File: src/rtl/layer1_maxpool_pkg.sv
`default_nettype none
// +--------------------------------------------------------------------+
// | layer1_maxpool_pkg : constants and state encoding shared by layers  |
// | Rev 1.0                                                             |
// +--------------------------------------------------------------------+
package layer1_maxpool_pkg;

  localparam int DW      = 20;
  localparam int IMG_W   = 64;
  localparam int IMG_H   = 64;
  localparam int POOL_W  = IMG_W / 2;
  localparam int POOL_H  = IMG_H / 2;
  localparam int POOL_N  = POOL_W * POOL_H;
  localparam int POOL_AW = $clog2(POOL_N);

  typedef enum logic [1:0] {
    IDLE = 2'd0,
    RUN  = 2'd1,
    DONE = 2'd2
  } state_t;

endpackage
`default_nettype wire

File: src/rtl/pool_linebuf.sv
`default_nettype none
// +--------------------------------------------------------------------+
// | pool_linebuf : partial row-pair maxima, 1 write / 1 comb read port  |
// | Rev 1.0                                                             |
// +--------------------------------------------------------------------+
module pool_linebuf #(
  parameter int DEPTH = 32,
  parameter int DW    = 20
) (
  input  logic                     clk,
  input  logic                     i_we,
  input  logic [$clog2(DEPTH)-1:0] i_waddr,
  input  logic [DW-1:0]            i_wdata,
  input  logic [$clog2(DEPTH)-1:0] i_raddr,
  output logic [DW-1:0]            o_rdata
);

  // Not reset: every entry is written on an even row before the odd row reads it.
  logic [DW-1:0] r_mem [DEPTH];

  always_ff @(posedge clk) begin
    if (i_we) r_mem[i_waddr] <= i_wdata;
  end

  assign o_rdata = r_mem[i_raddr];

endmodule
`default_nettype wire

File: src/rtl/layer1_maxpool.sv
`default_nettype none
// +--------------------------------------------------------------------+
// | layer1_maxpool : 2x2 stride-2 max-pool, emits addressed pooled map  |
// | Rev 1.0                                                             |
// +--------------------------------------------------------------------+
module layer1_maxpool #(
  parameter int IMG_W = layer1_maxpool_pkg::IMG_W,
  parameter int IMG_H = layer1_maxpool_pkg::IMG_H,
  parameter int DW    = layer1_maxpool_pkg::DW
) (
  input  logic                                     clk,
  input  logic                                     rst,
  input  logic                                     in_valid,
  output logic                                     in_ready,
  input  logic [DW-1:0]                            in_data,
  input  logic                                     kernel_sel,
  output logic                                     out_valid,
  input  logic                                     out_ready,
  output logic [DW-1:0]                            out_data,
  output logic [$clog2((IMG_W/2)*(IMG_H/2))-1:0]   out_addr,
  output logic                                     out_kernel,
  output logic                                     frame_done
);

  import layer1_maxpool_pkg::*;

  localparam int CW = $clog2(IMG_W);
  localparam int RW = $clog2(IMG_H);
  localparam int AW = $clog2((IMG_W/2)*(IMG_H/2));

  localparam logic [AW-1:0] C_LAST_ADDR = AW'((IMG_W/2)*(IMG_H/2) - 1);
  localparam logic [CW-1:0] C_LAST_COL  = CW'(IMG_W - 1);
  localparam logic [RW-1:0] C_LAST_ROW  = RW'(IMG_H - 1);

  state_t        r_state;
  state_t        w_state_nxt;
  logic [CW-1:0] r_col;
  logic [RW-1:0] r_row;
  logic [DW-1:0] r_hold;
  logic [DW-1:0] r_out_data;
  logic [AW-1:0] r_out_addr;
  logic          r_out_valid;
  logic          r_out_kernel;

  logic          w_accept;
  logic          w_handoff;
  logic          w_lb_we;
  logic          w_emit;
  logic [DW-1:0] w_lb_rdata;
  logic [DW-1:0] w_pair_max;
  logic [DW-1:0] w_win_max;
  logic [AW-1:0] w_win_addr;

  assign in_ready   = (r_state != DONE) && !(r_out_valid && !out_ready);
  assign w_accept   = in_valid && in_ready;
  assign w_handoff  = r_out_valid && out_ready;
  assign w_lb_we    = w_accept && !r_row[0] && r_col[0];
  assign w_emit     = w_accept &&  r_row[0] && r_col[0];

  assign w_pair_max = (in_data > r_hold) ? in_data : r_hold;
  assign w_win_max  = (w_lb_rdata > w_pair_max) ? w_lb_rdata : w_pair_max;
  assign w_win_addr = AW'(r_row >> 1) * AW'(IMG_W / 2) + AW'(r_col >> 1);

  pool_linebuf #(
    .DEPTH (IMG_W / 2),
    .DW    (DW)
  ) u_linebuf (
    .clk     (clk),
    .i_we    (w_lb_we),
    .i_waddr (r_col[CW-1:1]),
    .i_wdata (w_pair_max),
    .i_raddr (r_col[CW-1:1]),
    .o_rdata (w_lb_rdata)
  );

  always_ff @(posedge clk or negedge rst) begin
    if (!rst) r_state <= IDLE;
    else      r_state <= w_state_nxt;
  end

  always_comb begin
    w_state_nxt = r_state;
    case (r_state)
      IDLE:    if (w_accept) w_state_nxt = RUN;
      RUN:     if (w_handoff && (r_out_addr == C_LAST_ADDR)) w_state_nxt = DONE;
      DONE:    w_state_nxt = IDLE;
      default: w_state_nxt = IDLE;
    endcase
  end

  // Kernel is latched on pixel (0,0) so a frame starting in the last-handoff cycle still tags correctly.
  always_ff @(posedge clk or negedge rst) begin
    if (!rst) begin
      r_col        <= '0;
      r_row        <= '0;
      r_hold       <= '0;
      r_out_kernel <= 1'b0;
    end else if (w_accept) begin
      if (!r_col[0]) r_hold <= in_data;
      if ((r_col == '0) && (r_row == '0)) r_out_kernel <= kernel_sel;
      if (r_col == C_LAST_COL) begin
        r_col <= '0;
        r_row <= (r_row == C_LAST_ROW) ? '0 : r_row + 1'b1;
      end else begin
        r_col <= r_col + 1'b1;
      end
    end
  end

  always_ff @(posedge clk or negedge rst) begin
    if (!rst) begin
      r_out_valid <= 1'b0;
      r_out_data  <= '0;
      r_out_addr  <= '0;
    end else if (w_emit) begin
      r_out_valid <= 1'b1;
      r_out_data  <= w_win_max;
      r_out_addr  <= w_win_addr;
    end else if (w_handoff) begin
      r_out_valid <= 1'b0;
    end
  end

  assign out_valid  = r_out_valid;
  assign out_data   = r_out_data;
  assign out_addr   = r_out_addr;
  assign out_kernel = r_out_kernel;
  assign frame_done = (r_state == DONE);

endmodule
`default_nettype wire

File: config.mk
export PLATFORM = sky130hd
export DESIGN_NAME = layer1_maxpool
export DESIGN_NICKNAME = d
export VERILOG_FILES = /design/src/rtl/layer1_maxpool_pkg.sv /design/src/rtl/pool_linebuf.sv /design/src/rtl/layer1_maxpool.sv
export SDC_FILE = /design/constraint.sdc
export NUM_CORES = 1
export LEC_CHECK = 0
export BUFFER_PORTS_ARGS = -buffer_cell sky130_fd_sc_hd__buf_2
export CAP_MARGIN = 40
export CORE_ASPECT_RATIO = 0.9
export CORE_MARGIN = 1
export CORE_UTILIZATION = 24
export CTS_CLUSTER_DIAMETER = 120
export DETAILED_ROUTE_END_ITERATION = 16
export HOLD_SLACK_MARGIN = 0.03
export SETUP_SLACK_MARGIN = 0.2
export SLEW_MARGIN = 20
export SYNTH_ARGS = -nofsm -noshare
export SYNTH_HDL_FRONTEND = slang
export SYNTH_SLANG_ARGS = --single-unit
File: constraint.sdc
create_clock -name clk -period 4.24 [get_ports clk]
set_input_delay 0.212 -clock clk [delete_from_list [all_inputs] [get_ports clk]]
set_output_delay 0.212 -clock clk [all_outputs]
set_load 0.03 [all_outputs]
==> results.json <==
{
  "status": "complete, no violations",
  "p_per_area_mw_per_mm2": 720,
  "finalSetupViolCount": 0,
  "cts_sinks": 706,
  "initial_core_util_pct": 24.3,
  "end_kind": "flip-flop",
  "tns_ns": 0,
  "finalInstanceArea_mm2": 0.0358,
  "ys_types": 51,
  "antenna_left": 0,
  "boundaryPins": 59,
  "fp-row-count": 119,
  "rsz0062_at_grt": "true",
  "drive_gt1_share_pct": 37.0,
  "grt_pass1_wl_um": 106000,
  "finalWirelength_um": 74600,
  "gr-total-overflow": 0,
  "hold_path.class": "in2reg",
  "path_class": "reg2reg",
  "grt_start_max_net_pins": 47,
  "max_freq_ghz": 0.245,
  "finalMaxSlewViolations": 0,
  "n_antenna_cell": 0,
  "setup_ws_ns": 0.159,
  "critPathMaxFanout": 8,
  "power.leakage_nw": 11.7,
  "yosys_warnings": 0,
  "synth_commonest_cells": "edfxtp_1, mux4_2, a22oi_1",
  "hold_viol": 0,
  "place_ws_ns": -0.143,
  "maxCapViolations": 0,
  "clockRootBuffer": "clkbuf_16",
  "numPortBuffers": 58,
  "synth_edf_count": 640,
  "placed_cells": 3160,
  "synth.area.top_cells": "edfxtp_1, mux4_2, dfrtp_1",
  "cts_tree": "done",
  "final_nets": 1816,
  "netlist_area_mm2": 0.0286,
  "dieHeight_um": 329,
  "clk_latency_ns": 0.61,
  "total_power_w": 0.0258,
  "first_pass_iters": 5,
  "ir_drop_mv": 0.714,
  "die_width_um": 366,
  "synthCells": 1490,
  "grt_usage_pct": 11.8,
  "syn_to_final_growth_pct": 25.1,
  "syn_avg_cell_area_um2": 19.2,
  "seq_area_frac_synth_pct": 73.0,
  "die-area_mm2": 0.121,
  "worstPathRequired_ns": 4.74,
  "async_flop_share_pct": 9.35,
  "yosysMostFrequentCell": "edfxtp_1",
  "n_fill_cell": 11349,
  "clk_pin_slew_ns": 0.07,
  "worst_pin_slew_ns": 0.839,
  "grt_pass1_vias": 16004,
  "coreArea_mm2": 0.118,
  "gp_congestion": 0.831,
  "numCtsBuffers": 69,
  "ys_ff_latch": 706,
  "avgViaCountPerCell": 4.73,
  "placed_cell_area_mm2": 0.0318,
  "period_needed_ns": 4.08,
  "clock_tree.htree_level_count": 3,
  "synth-main-ff-cell": "edfxtp_1",
  "synth_top_area_share_pct": 67.2,
  "avgRoutedWirePerCell_um": 22.1,
  "final_cells": 3373,
  "antenna_found_initial": 1,
  "fin_worst_skew_ns": 0.0188,
  "period_share_pct": 96.3,
  "vias": 15963,
  "drt_iter0_drc": 1333,
  "slew_headroom_pct": 44.1,
  "synth_nets": 1559,
  "cts_buffer_depth": 3,
  "hpwlAfterDp_um": 44300,
  "drc": 0,
  "synth_top_area_cell": "edfxtp_1",
  "worst_ep_arrival_time_ns": 4.58,
  "crit_path_start_kind": "flip-flop"
}
## placed cells by master, fill, tap and decap left out, drive strengths merged, types with 21 or more instances in the layout
master       count
a221oi          21
dlygate4sd3     24
nand2           58
nor2b           23
nand3           30
nand4           30
edfxtp         640
ha              44
buf            249
o21ai           32
nor2            43
a22oi           80
dfrtp           66
clkbuf          89
mux4           160
inv             48
clkinv          25
## final cells by class
class / count / area, um2 / area share [%]
clock buffers: 85 / 1860 / 5.20
repair buffers: 278 / 2600 / 7.26
flip-flops and latches: 706 / 20900 / 58.4
well taps: 1573 / 1970 / 5.50
multi-input cells: 648 / 7860 / 22.0
clock inverters: 39 / 444 / 1.24
inverters: 44 / 165 / 0.462
## registers in the layout (all words and copies together) (netlist names)
name	count
out_valid	1
u_linebuf.r_mem	640
r_col	6
out_addr	10
out_kernel	1
r_hold	20
r_state	2
out_data	20
r_row	6
## worst paths after layout
check                                                 to              startpoint  slack, ns  depth (start not counted)
worst max-delay path            out_data[13]$_DFFE_PN0P_  r_hold[18]$_DFFE_PN0P_       0.16                         17
worst min-delay path                r_col[0]$_DFFE_PN0P_                in_valid       0.12                          3
worst max register to register  out_data[13]$_DFFE_PN0P_  r_hold[18]$_DFFE_PN0P_       0.16                         17
worst min register to register    r_state[0]$_DFFE_PN0P_  r_state[1]$_DFFE_PN0P_       0.45                          1
max in group asynchronous           r_col[1]$_DFFE_PN0P_                     rst       3.21                          4
min in group asynchronous           r_row[5]$_DFFE_PN0P_                     rst       0.14                          3
## worst max-delay path: stages, from the launching register on
cell and delay, ns:
dfrtp_1 0.42, inv_2 0.11, ha_4 0.21, nand4_1 0.08, buf_4 0.16, nor3_2 0.04
a221o_1 0.34, or3_4 0.41, clkbuf_16 0.20, a221oi_4 0.35, ha_1 0.31, and4_1 0.25
and4_1 0.22, o21ai_0 0.09, o211ai_1 0.16, and2_4 0.20, buf_8 0.14, o311ai_2 0.28
## kinds of logic (layout without fill, tap and decap cells)
kind of cell	Yosys count	after routing	synth area share, %
AO/OA/AOI/OAI	184	184	5.41
XOR/XNOR	6	6	0.184
adder cells (fa/ha/maj)	44	44	1.93
buffers and inverters	136	446	2.00
flip-flops	706	706	73.0
multiplexers	170	170	13.0
AND/OR/NAND/NOR	244	244	4.49
## stage by stage
stage / util (%) / hold slack, ns
finish: 30.4 / 0.122
global route: 30.4 / 0.125
CTS: 29.5 / 0.0881
detailed placement: 27.1 / 0.121
global placement: 26.9 / 0.382
floorplan: - / -0.0836
## per-layer routing
metal  vias up  GRT usage, %  wire length (um)  part of all wire [%]
met5         -             0                12                 0.016
met4         2          3.22              1600                   2.1
met3       112          2.10              4600                   6.2
met2       642          19.2             36200                    49
met1      8509          16.0             32200                    43
li1       6698             -                 -                     -
## where the power goes
part           switching [W]  internal [W]
combinational        0.00581       0.00432
sequential          0.000235       0.00910
clock                0.00261       0.00369
## what timing repair did
action,4_1_cts,5_1_grt
hold buffers,24,0
cloned,2,4
endpoints found under the hold margin,89,0
resized for setup,32,74
setup endpoints to repair,20,20
pin swaps,10,14
setup buffers,9,38
No activity file was read; power rests on OpenSTA's default activity.
